### src/rtl/router_pkg.sv
// router_pkg: widths and address constants shared by the router blocks
package router_pkg;
   localparam int DATA_W = 8;
   localparam int ADDR_W = 2;
   localparam logic [ADDR_W-1:0] ADDR_INVALID = 2'd3;
endpackage

### src/rtl/router_parity_chk.sv
// router_parity_chk: running packet parity, received parity byte and mismatch flag
import router_pkg::*;
module router_parity_chk #(
   parameter int DATA_W = router_pkg::DATA_W
) (
   input  logic              clock,
   input  logic              resetn,
   input  logic              detect_add,
   input  logic              lfd_state,
   input  logic              ld_state,
   input  logic              full_state,
   input  logic              rst_int_reg,
   input  logic              pkt_valid,
   input  logic              par_from_data,
   input  logic              par_from_full,
   input  logic [DATA_W-1:0] data_in,
   input  logic [DATA_W-1:0] header_byte,
   input  logic [DATA_W-1:0] full_byte,
   output logic              err
);
   logic [DATA_W-1:0] internal_parity, packet_parity;
   // Accumulate XOR of header and every payload byte accepted from the source
   always_ff @(posedge clock)
      if (!resetn) internal_parity <= '0;
      else if (detect_add) internal_parity <= '0;
      else if (lfd_state) internal_parity <= internal_parity ^ header_byte;
      else if (ld_state && pkt_valid && !full_state) internal_parity <= internal_parity ^ data_in;
   // Capture the parity byte, either straight from the source or from the holding register
   always_ff @(posedge clock)
      if (!resetn) packet_parity <= '0;
      else if (par_from_data) packet_parity <= data_in;
      else if (par_from_full) packet_parity <= full_byte;
   // Compare at end of packet; cleared when the next packet starts
   always_ff @(posedge clock)
      if (!resetn) err <= 1'b0;
      else if (detect_add) err <= 1'b0;
      else if (rst_int_reg) err <= packet_parity != internal_parity;
endmodule

### src/rtl/router_reg.sv
// router_reg: router datapath registers (header, holding byte, output byte, parity status)
import router_pkg::*;
module router_reg #(
   parameter int DATA_W = router_pkg::DATA_W
) (
   input  logic              clock,
   input  logic              resetn,
   input  logic              pkt_valid,
   input  logic [DATA_W-1:0] data_in,
   input  logic              fifo_full,
   input  logic              detect_add,
   input  logic              lfd_state,
   input  logic              ld_state,
   input  logic              full_state,
   input  logic              laf_state,
   input  logic              rst_int_reg,
   output logic [DATA_W-1:0] dout,
   output logic              parity_done,
   output logic              low_pkt_valid,
   output logic              err
);
   logic [DATA_W-1:0] header_byte, full_byte;
   logic par_from_data, par_from_full;
   assign par_from_data = ld_state & ~fifo_full & ~pkt_valid;
   assign par_from_full = laf_state & low_pkt_valid & ~parity_done;
   // Latch the header unless it addresses the unused port
   always_ff @(posedge clock)
      if (!resetn) header_byte <= '0;
      else if (detect_add && pkt_valid && data_in[ADDR_W-1:0] != ADDR_INVALID) header_byte <= data_in;
   // Output byte: header, live data, or the byte parked while the FIFO was full
   always_ff @(posedge clock)
      if (!resetn) dout <= '0;
      else if (lfd_state) dout <= header_byte;
      else if (ld_state && !fifo_full) dout <= data_in;
      else if (laf_state) dout <= full_byte;
   // Park the byte that arrived while the destination FIFO was full
   always_ff @(posedge clock)
      if (!resetn) full_byte <= '0;
      else if (ld_state && fifo_full) full_byte <= data_in;
   // Parity byte has been captured for this packet
   always_ff @(posedge clock)
      if (!resetn) parity_done <= 1'b0;
      else if (detect_add) parity_done <= 1'b0;
      else if (par_from_data || par_from_full) parity_done <= 1'b1;
   // Source has dropped pkt_valid during load; end-of-packet clear wins
   always_ff @(posedge clock)
      if (!resetn) low_pkt_valid <= 1'b0;
      else if (rst_int_reg) low_pkt_valid <= 1'b0;
      else if (ld_state && !pkt_valid) low_pkt_valid <= 1'b1;
   router_parity_chk #(.DATA_W(DATA_W)) u_chk (
      .clock(clock),
      .resetn(resetn),
      .detect_add(detect_add),
      .lfd_state(lfd_state),
      .ld_state(ld_state),
      .full_state(full_state),
      .rst_int_reg(rst_int_reg),
      .pkt_valid(pkt_valid),
      .par_from_data(par_from_data),
      .par_from_full(par_from_full),
      .data_in(data_in),
      .header_byte(header_byte),
      .full_byte(full_byte),
      .err(err)
   );
endmodule

### config.mk
export PLATFORM = sky130hd
export DESIGN_NAME = router_reg
export DESIGN_NICKNAME = d
export VERILOG_FILES = /design/src/rtl/router_pkg.sv /design/src/rtl/router_parity_chk.sv /design/src/rtl/router_reg.sv
export SDC_FILE = /design/constraint.sdc
export NUM_CORES = 1
export LEC_CHECK = 0
export BUFFER_PORTS_ARGS = -buffer_cell sky130_fd_sc_hd__clkbuf_2
export CAP_MARGIN = 5
export CORE_UTILIZATION = 51
export CTS_CLUSTER_SIZE = 16
export DETAILED_ROUTE_END_ITERATION = 6
export GPL_TIMING_DRIVEN = 0
export PLACE_DENSITY_LB_ADDON = 0.12
export SETUP_SLACK_MARGIN = 0.3
export SLEW_MARGIN = 20
export SYNTH_ARGS = -nofsm -noshare
export SYNTH_HDL_FRONTEND = slang
export SYNTH_HIERARCHICAL = 1
export SYNTH_SLANG_ARGS = --single-unit
### constraint.sdc
create_clock -name clock -period 1.5 [get_ports clock]
set_input_delay 0.3 -clock clock [delete_from_list [all_inputs] [get_ports clock]]
set_output_delay 0.3 -clock clock [all_outputs]
set_load 0.01 [all_outputs]
==> flow_summary.yaml, run 1 <==
critical_path:
  worstSetupEndpointType: "flip-flop"
  r2r.worst_path.cells: 6
  r2r_setup_slack_ns: 0.32
  cp.required_ns: 1.68
  reg2reg_from: "low_pkt_valid"
  worstPathMaxFanout: 8
  crit_arrival_ns: 1.35
  start_kind: "flip-flop"
  crit_type: "flip-flop to flip-flop"
  reg2reg_to: "u_chk/packet_parity[4]"
clock_network:
  cts_tree: "built"
  clock_path_buffers: 2
  htreeDepth: 2
  clk_latency_ns: 0.29
  clkTransAtPathRegs_ns: 0.07
  postCtsSetupRepairBufs: 0
  numCtsBuffers: 5
  cts_num_sinks: 43
  cts_root_buffer: "clkbuf_8"
  cts_hold_buf: 0
yosys:
  async_flop_share_pct: 0
  synth.avg_cell_area_sq_um: 9.20
  netlist_top_cells_area: "dfxtp_1 41%, mux2i_1 7.6%, a21boi_0 4.6%"
  yosys.cell_count.top_type: "dfxtp_1"
  synth_warnings: 6
  postSynthCellCount: 230
  synth_nets: 248
  yosysTopAreaCellShare_pct: 40.7
  syn-cell-area_sq_um: 2120
  yosysSeqAreaShare_pct: 40.7
  synth_seq_cells: 43
  synth_ff_type: "dfxtp_1"
  synth_edf_count: 0
  yosysUniqueCellTypes: 32
  synth_common_cells: "43 x dfxtp_1, 25 x nor2_1, 19 x nand2_1"
  yosysTopAreaCell: "dfxtp_1"
detailed_routing:
  drc: 0
  drt_iter0_drc: 100
  avgRoutedWirePerCell_microns: 14.9
  vias: 1718
  viasPerCell: 5.51
  routed_wl_microns: 4640
  drtAntennaViolNets: 0
  dr.pass1.iters: 4
sta:
  rsz0062_at_grt: "true"
  tns_ns: 0
  hold_viol_final: 0
  layout_min_cycle_time_ns: 1.18
  slew_violations: 0
  skew_ns: 0.0119
  clock.fmax_mhz: 850
  setup_viol: 0
  slew_headroom_pct: 66.4
  period_share_pct: 78.4
  worst_pin_slew_ns: 0.502
  whs_ns: 0.204
min_path:
  hp-start: "rst_int_reg"
  hp-class: "primary input to flip-flop"
  holdPathEnd: "low_pkt_valid"
  holdPathStages: 2
placed_design:
  place_hpwl_microns: 3570
  place_inst: 306
  io_buffers: 26
  place_congestion: 0.786
floorplan:
  die-area_sq_um: 4410
  boundaryPins: 29
  num_rows: 23
  die_h_microns: 66.4
  start_util_pct: 52.9
  coreArea_sq_um: 4000
  die_w_microns: 66.4
layout:
  multi_input_area_sq_um: 1200
  area_delta_synth_final_pct: 16.4
  fillers: 393
  num_antenna_cells: 0
  drive_gt1_share_pct: 23.7
  instances_no_fill: 312
  fin_nets: 281
  seq_area_sq_um: 862
global_route:
  grt_pass1_vias: 1557
  grt_max_degree: 12
  antenna_found_initial: 0
  grt_use_total_pct: 23.6
  grt_pass1_wl_microns: 7510
  grt_overflow: 0
pwr:
  p_per_area_nw_per_um2: 904
  p_leak_nw: 0.945
  power_mw: 2.23
  vdd_drop_max_uv: 484
flow_run:
  drv_cap: 0
status:
  status: "finished clean"
==> cells by family (layout without fill, tap and decap cells) <==
kind of cell           Yosys count  in the layout  share of synthesized area [%]
buffers and inverters           16             48                           4.96
AO/OA/AOI/OAI                   53             53                           17.8
multiplexers                    16             16                           7.56
AND/OR/NAND/NOR                 86             86                           22.4
XOR/XNOR                        16             16                           6.62
flip-flops                      43             43                           40.7
==> critical path, stage by stage, from the launching register on <==
cell	delay, ns
dfxtp_2	0.36
nand2_2	0.05
nor2_2	0.11
buf_6	0.16
mux2i_1	0.19
o21ai_1	0.07
and2_1	0.13
==> cell usage in the layout, fill, tap and decap left out <==
cell type	Yosys	layout
nand2_1	19	18
nand3_1	8	8
buf_6	5	4
nor2_1	25	24
clkbuf_1	4	2
dfxtp_1	43	42
o21bai_1	1	1
nor2b_4	1	1
o21ai_0	16	8
clkbuf_8	0	6
a31oi_1	1	1
nor4b_4	1	1
nand2_2	0	1
and2_1	9	8
buf_2	6	5
and2_4	1	2
inv_1	1	1
mux2i_1	16	16
or3b_1	6	6
dfxtp_2	0	1
nor3b_1	2	2
o21ai_1	0	8
nand2b_1	9	9
a22oi_2	0	8
a21boi_1	3	3
buf_8	0	2
nand4_1	1	1
nor2_2	0	1
nor4_2	0	1
xnor2_1	5	5
and4bb_2	1	1
clkbuf_2	0	28
xor2_1	11	11
nand4b_1	2	2
a32o_1	8	8
a21boi_0	13	13
a221oi_1	1	1
a21oi_1	1	1
o31a_1	1	1
==> area by class of cell <==
type,count,area share [%]
inverters,1,0.152
repair buffers,26,5.28
multi-input cells,171,48.9
plain buffers,15,5.18
well taps,50,2.54
clock buffers,6,2.95
flip-flops and latches,43,35.0
==> metrics by stage <==
step / worst slack [ns] / util, % / instance area, sq um
floorplan: 0.163 / - / 2180
global placement: -0.0798 / 59.2 / 2370
detailed placement: -0.0878 / 59.2 / 2370
CTS: 0.306 / 61.3 / 2450
global route: 0.233 / 61.6 / 2460
finish: 0.323 / 61.6 / 2460
==> flip-flops by register name (all words and copies together) (netlist names) <==
name,flops
u_chk/packet_parity,8
low_pkt_valid,1
parity_done,1
u_chk/internal_parity,8
dout,8
header_byte,8
full_byte,8
u_chk/err,1
==> worst max-delay path by stage <==
stage	from	to	slack, ns	cells past startpoint
floorplan	fifo_full	u_chk/packet_parity[0]	0.16	7
global placement	resetn	header_byte[1]	-0.08	4
detailed placement	resetn	header_byte[1]	-0.09	4
CTS	u_chk/internal_parity[4]	u_chk/err	0.31	4
global route	low_pkt_valid	u_chk/packet_parity[1]	0.23	6
finish	low_pkt_valid	u_chk/packet_parity[4]	0.32	6
==> timing repair <==
action                                  CTS  global route
cloned                                    0             0
pin swaps                                 0             9
hold endpoints to repair                  0             0
endpoints found under the setup margin   26             9
gates resized for setup                   5             3
==> power breakdown <==
| part | switching, mW | leakage (nW) | internal [mW] |
|---|---|---|---|
| registers | 0.0317 | 0.351 | 1.19 |
| logic | 0.182 | 0.557 | 0.154 |
| clock network | 0.360 | 0.0371 | 0.311 |
| total | 0.574 | 0.945 | 1.65 |
==> layer usage <==
layer	track usage [%]	vias to the layer above	share of wire [%]
met4	7.18	0	0.88
met2	39.8	30	48
met1	29.3	811	48
met3	5.86	5	3.4
met5	0	-	0
li1	-	872	-
Note: power is estimated with default switching activity, not from simulation.
==> inputs of run 2 (changes only) <==
==> constraint.sdc (replaced) <==
create_clock -name clock -period 1 [get_ports clock]
set_input_delay 0.2 -clock clock [delete_from_list [all_inputs] [get_ports clock]]
set_output_delay 0.2 -clock clock [all_outputs]
set_load 0.01 [all_outputs]
==> run 2 against run 1 <==
  * The run now ends with setup timing left
  * Largest power group unchanged
  * Via count increased by 6.1%
  * Largest cell class unchanged
  * Critical endpoint is now low_pkt_valid
  * Critical path depth decreased by 3
  * Routed wire length up 17%
==> flow_summary.yaml, run 2 (same netlist as run 1, synthesis figures left out) <==
floorplan:
  coreArea_sq_um: 4000
  start_util_pct: 52.9
  die-area_sq_um: 4410
  die_w_microns: 66.4
  num_rows: 23
  boundaryPins: 29
  die_h_microns: 66.4
sta:
  period_share_pct: 118
  clock.fmax_mhz: 850
  rsz0062_at_grt: "true"
  layout_setup_ws_ns: -0.176
  worst_pin_slew_ns: 0.471
  slew_headroom_pct: 68.5
  hold_viol_final: 0
  slew_violations: 0
  layout_min_cycle_time_ns: 1.18
  skew_ns: 0.00495
  setup_viol: 11
  tns_ns: -1.47
global_route:
  grt_pass1_wl_microns: 8760
  grt_use_total_pct: 27.5
  antenna_found_initial: 0
  grt_pass1_vias: 1781
  grt_max_degree: 14
  grt_overflow: 0
clock_network:
  htreeDepth: 2
  cts_root_buffer: "clkbuf_8"
  cts_hold_buf: 0
  cts_num_sinks: 43
  clkTransAtPathRegs_ns: 0.08
  clock_path_buffers: 2
  clk_latency_ns: 0.30
  cts_tree: "built"
  numCtsBuffers: 5
pwr:
  combPwrFrac_pct: 17.7
  clkPwrFrac_pct: 35.6
  p_leak_nw: 1.15
  seq_power_share_pct: 46.7
  p_sw_uw: 983
  internal-power_mw: 2.98
  p_per_area_nw_per_um2: 1340
  sw_frac_of_total_pct: 24.8
  vdd_drop_max_uv: 893
placed_design:
  placed_cell_area_sq_um: 2380
  place_congestion: 0.787
  dp_slack_ns: -0.366
  place_hpwl_microns: 3610
  io_buffers: 26
  place_inst: 306
detailed_routing:
  drt_iter0_drc: 117
  dr.pass1.iters: 4
  avgRoutedWirePerCell_microns: 16.6
  routed_wl_microns: 5440
  vias: 1823
  drc: 0
  drtAntennaViolNets: 0
  viasPerCell: 5.56
critical_path:
  critPathMaxStageDelay_ns: 0.33
  slowest_stage: "dfxtp_2"
  cpMostUsedCell: "buf_6"
  start_kind: "flip-flop"
  crit_arrival_ns: 0.98
  path_buf_inv: 3
  worstPathMaxFanout: 3
  cp_top_family: "buffers and inverters"
  cp.required_ns: 0.80
  crit_chain: "buf_4 -> buf_6 -> buf_6"
  worstSetupEndpointType: "primary output"
  crit_type: "flip-flop to primary output"
layout:
  drive_gt1_share_pct: 46.0
  area_delta_synth_final_pct: 39.9
  finish.utilization_pct: 74.0
  num_antenna_cells: 0
  instances_no_fill: 328
  fin_nets: 295
  post-route-cell-area_sq_um: 2960
  layout_commonest_cell: "dfxtp_2"
  fillers: 269
  final_cell_mix: "27 x dfxtp_2, 18 x buf_6, 17 x nor2_1"
status:
  status: "complete, but fails checks"
  violations: "setup timing"
flow_run:
  drv_cap: 0
min_path:
  hp-class: "primary input to flip-flop"
-- run 2: cell count changes in the layout (fill, tap and decap cells not counted), sizes merged --
cell / before / now
clkinv: 0 / 1
bufinv: 0 / 1
buf: 11 / 36
clkbuf: 36 / 25
-- run 2: path summary, 6_finish.rpt --
kind / start / to / slack, ns / cells after the start
worst max register to register: low_pkt_valid / u_chk/packet_parity[7] / -0.17 / 6
worst max-delay path: low_pkt_valid / low_pkt_valid / -0.18 / 3
worst min-delay path: rst_int_reg / low_pkt_valid / 0.08 / 2
worst min register to register: dout[5] / dout[5] / 0.47 / 1
-- run 2: area by class of cell --
type                       instances  area [sq um]  share of cell area (%)
clock inverter                     2          35.0                    1.18
sequential                        43           895                    30.2
multi-input combinational        171          1300                    43.8
inverter                           1          3.75                   0.127
clock buffer                       6          82.6                    2.79
buffer                            15           191                    6.46
tap                               50          62.6                    2.11
timing repair buffer              40           394                    13.3
-- run 2: power groups by stage --
stage               clock network [mW]  registers, mW  logic [mW]
floorplan                            0           1.88       0.329
global placement                     0           1.87       0.503
detailed placement                   0           1.87       0.508
CTS                               1.43           1.84       0.615
global route                      1.51           1.86       0.752
finish                            1.41           1.85       0.701
-- run 2: timing repair --
item | 4_1_cts | 5_1_grt
resized for setup | 64 | 56
gates cloned | 0 | 0
pin swaps | 29 | 15
endpoints found under the setup margin | 53 | 53
setup buffers | 10 | 4
-- run 2: per-layer routing --
| metal | GRT usage, % | vias up | routed length (microns) |
|---|---|---|---|
| li1 | - | 902 | - |
| met1 | 35.2 | 862 | 2500 |
| met2 | 44.9 | 47 | 2580 |
| met3 | 4.48 | 12 | 215 |
| met4 | 12.2 | 0 | 140 |
| met5 | 0 | - | 0 |
-- run 2: stage by stage --
stage | power [mW] | hold slack, ns
floorplan | 2.20 | 0.276
global placement | 2.37 | 0.401
detailed placement | 2.38 | 0.405
CTS | 3.88 | 0.0829
global route | 4.13 | 0.0805
finish | 3.96 | 0.0840
==> inputs of run 3 (changes only) <==
--- a/config.mk
+++ b/config.mk
@@ -12,8 +12,8 @@
 export DETAILED_ROUTE_END_ITERATION = 6
 export GPL_TIMING_DRIVEN = 0
 export PLACE_DENSITY_LB_ADDON = 0.12
+export REMOVE_ABC_BUFFERS = 1
 export SETUP_SLACK_MARGIN = 0.3
-export SLEW_MARGIN = 20
 export SYNTH_ARGS = -nofsm -noshare
 export SYNTH_HDL_FRONTEND = slang
 export SYNTH_HIERARCHICAL = 1
==> run 3 against run 2 <==
  * The flow still finishes with violations (setup timing)
  * Register-to-register slack about the same
  * Power fell by 7.4%
  * Global-route usage decreased by 1.3 points
  * Sequential power about the same
  * Worst hold slack improved by 0.019 ns
  * Final cell count down 2.4%
  * Count of clock-buffer cells in the layout rose by 2
  * Core utilization down 4.3 points
  * Clock power is 15% lower
  * Sequential share of layout area increased by 1.7 points
  * Non-clock buffer count fell by 10
  * Combinational power shrank 11%
  * Largest cell class unchanged
  * Highest routed layer unchanged
==> flow_summary.yaml, run 3 (same netlist as run 1, synthesis figures left out) <==
status:
  status: "complete, but fails checks"
  violations: "setup timing"
detailed_routing:
  dr.pass1.iters: 4
  vias: 1796
  drc: 0
  drtAntennaViolNets: 0
  avgRoutedWirePerCell_microns: 16.7
  drt_iter0_drc: 136
  routed_wl_microns: 5340
  viasPerCell: 5.61
critical_path:
  startpoint: "low_pkt_valid"
  critical_path.endpoint: "u_chk/packet_parity[0]"
  worstSetupEndpointType: "flip-flop"
  crit_type: "flip-flop to flip-flop"
  crit_arrival_ns: 1.37
  reg2reg_to: "u_chk/packet_parity[0]"
  worstPathMaxFanout: 8
  r2r_setup_slack_ns: -0.18
  r2r.worst_path.cells: 6
  reg2reg_from: "low_pkt_valid"
  start_kind: "flip-flop"
  cp.required_ns: 1.19
global_route:
  grt_pass1_wl_microns: 8340
  grt_use_total_pct: 26.2
  grt_overflow: 0
  antenna_found_initial: 0
  grt_max_degree: 30
  grt_pass1_vias: 1683
floorplan:
  num_rows: 23
  die_h_microns: 66.4
  coreArea_sq_um: 4000
  boundaryPins: 29
  die-area_sq_um: 4410
  start_util_pct: 52.9
  die_w_microns: 66.4
sta:
  layout_setup_ws_ns: -0.179
  slew_violations: 0
  setup_viol: 15
  layout_min_cycle_time_ns: 1.18
  slew_headroom_pct: 77.5
  clock.fmax_mhz: 848
  rsz0062_at_grt: "true"
  skew_ns: 0.00393
  period_share_pct: 118
  hold_viol_final: 0
  worst_pin_slew_ns: 0.337
placed_design:
  io_buffers: 28
  place_congestion: 0.765
  dp_slack_ns: -0.868
  place_hpwl_microns: 3070
layout:
  final_cell_mix: "24 x nor2_1, 22 x dfxtp_1, 20 x dfxtp_2"
  layout_commonest_cell: "nor2_1"
  fillers: 300
  multi_input_area_sq_um: 1260
  drive_gt1_share_pct: 35.9
  seq_area_sq_um: 890
  num_antenna_cells: 0
  fin_nets: 287
  area_delta_synth_final_pct: 31.7
clock_network:
  htreeDepth: 2
  cts_root_buffer: "clkbuf_8"
  cts_num_sinks: 43
  clk_latency_ns: 0.29
  clkTransAtPathRegs_ns: 0.07
  clock_path_buffers: 2
  numCtsBuffers: 5
  cts_hold_buf: 0
  cts_tree: "built"
pwr:
  vdd_drop_max_uv: 739
  p_sw_uw: 929
  sw_frac_of_total_pct: 25.3
  p_per_area_nw_per_um2: 1320
  clkPwrFrac_pct: 32.8
  power_mw: 3.67
  seq_power_share_pct: 50.3
  combPwrFrac_pct: 16.9
  internal-power_mw: 2.74
  p_leak_nw: 1.07
flow_run:
  drv_cap: 0
min_path:
  hp-class: "primary input to flip-flop"
  hp-start: "rst_int_reg"
[run 3: cell types whose count changed in the layout (fill, tap and decap cells not counted), sizes merged]
| cell | before | now |
|---|---|---|
| clkinv | 1 | 0 |
| buf | 36 | 30 |
| and2 | 10 | 11 |
| nand2 | 19 | 20 |
| bufinv | 1 | 0 |
| clkbuf | 25 | 23 |
[run 3: timing repair]
| item | CTS | global route |
|---|---|---|
| hold endpoints to repair | 0 | 0 |
| setup buffers | 14 | 2 |
| cloned | 3 | 0 |
| pin swaps | 30 | 15 |
| setup endpoints to repair | 45 | 54 |
| gates resized for setup | 62 | 41 |
[run 3: area by class of cell]
cell class | count | area share [%]
multi-input cells | 173 | 45.4
flip-flops and latches | 43 | 31.9
inverters | 1 | 0.135
well taps | 50 | 2.24
repair buffers | 45 | 16.8
clock buffers | 8 | 3.59
[run 3: worst min-delay path by stage]
stage               cells past startpoint  slack, ns             to
floorplan                               1       0.28  low_pkt_valid
global placement                        2       0.40  low_pkt_valid
detailed placement                      2       0.40  low_pkt_valid
CTS                                     2       0.08  low_pkt_valid
global route                            2        0.1  low_pkt_valid
finish                                  2       0.10  low_pkt_valid
[run 3: worst max-delay path, cell delays in order, from the launching register on]
cell and delay [ns]:
dfxtp_2 0.34, nand2_2 0.07, nor2_4 0.11, buf_12 0.14, mux2i_1 0.19, o21ai_1 0.07
and2_1 0.16
[run 3: routing by layer]
layer | GRT usage, % | part of all wire, %
met3 | 5.52 | 3.6
met4 | 7.18 | 1.0
met2 | 44.6 | 51
met5 | 0 | 0
met1 | 33.1 | 45
[run 3: power groups by stage]
stage	registers, mW	logic (mW)	clock network (mW)
floorplan	1.87	0.242	0
global placement	1.87	0.431	0
detailed placement	1.87	0.435	0
CTS	1.84	0.562	1.25
global route	1.86	0.674	1.32
finish	1.84	0.621	1.20
[run 3: through the flow]
| stage | util, % | std cells | instance area [sq um] | hold WS [ns] | setup TNS, ns |
|---|---|---|---|---|---|
| global route | 69.7 | 320 | 2790 | 0.0966 | -2.58 |
| detailed placement | 55.5 | 293 | 2220 | 0.404 | -18.90 |
| floorplan | - | 215 | 2020 | 0.276 | -4.66 |
| finish | 69.7 | 320 | 2790 | 0.103 | -1.75 |
| CTS | 66.8 | 318 | 2670 | 0.0836 | -1.41 |
| global placement | 55.5 | 293 | 2220 | 0.404 | -18.50 |
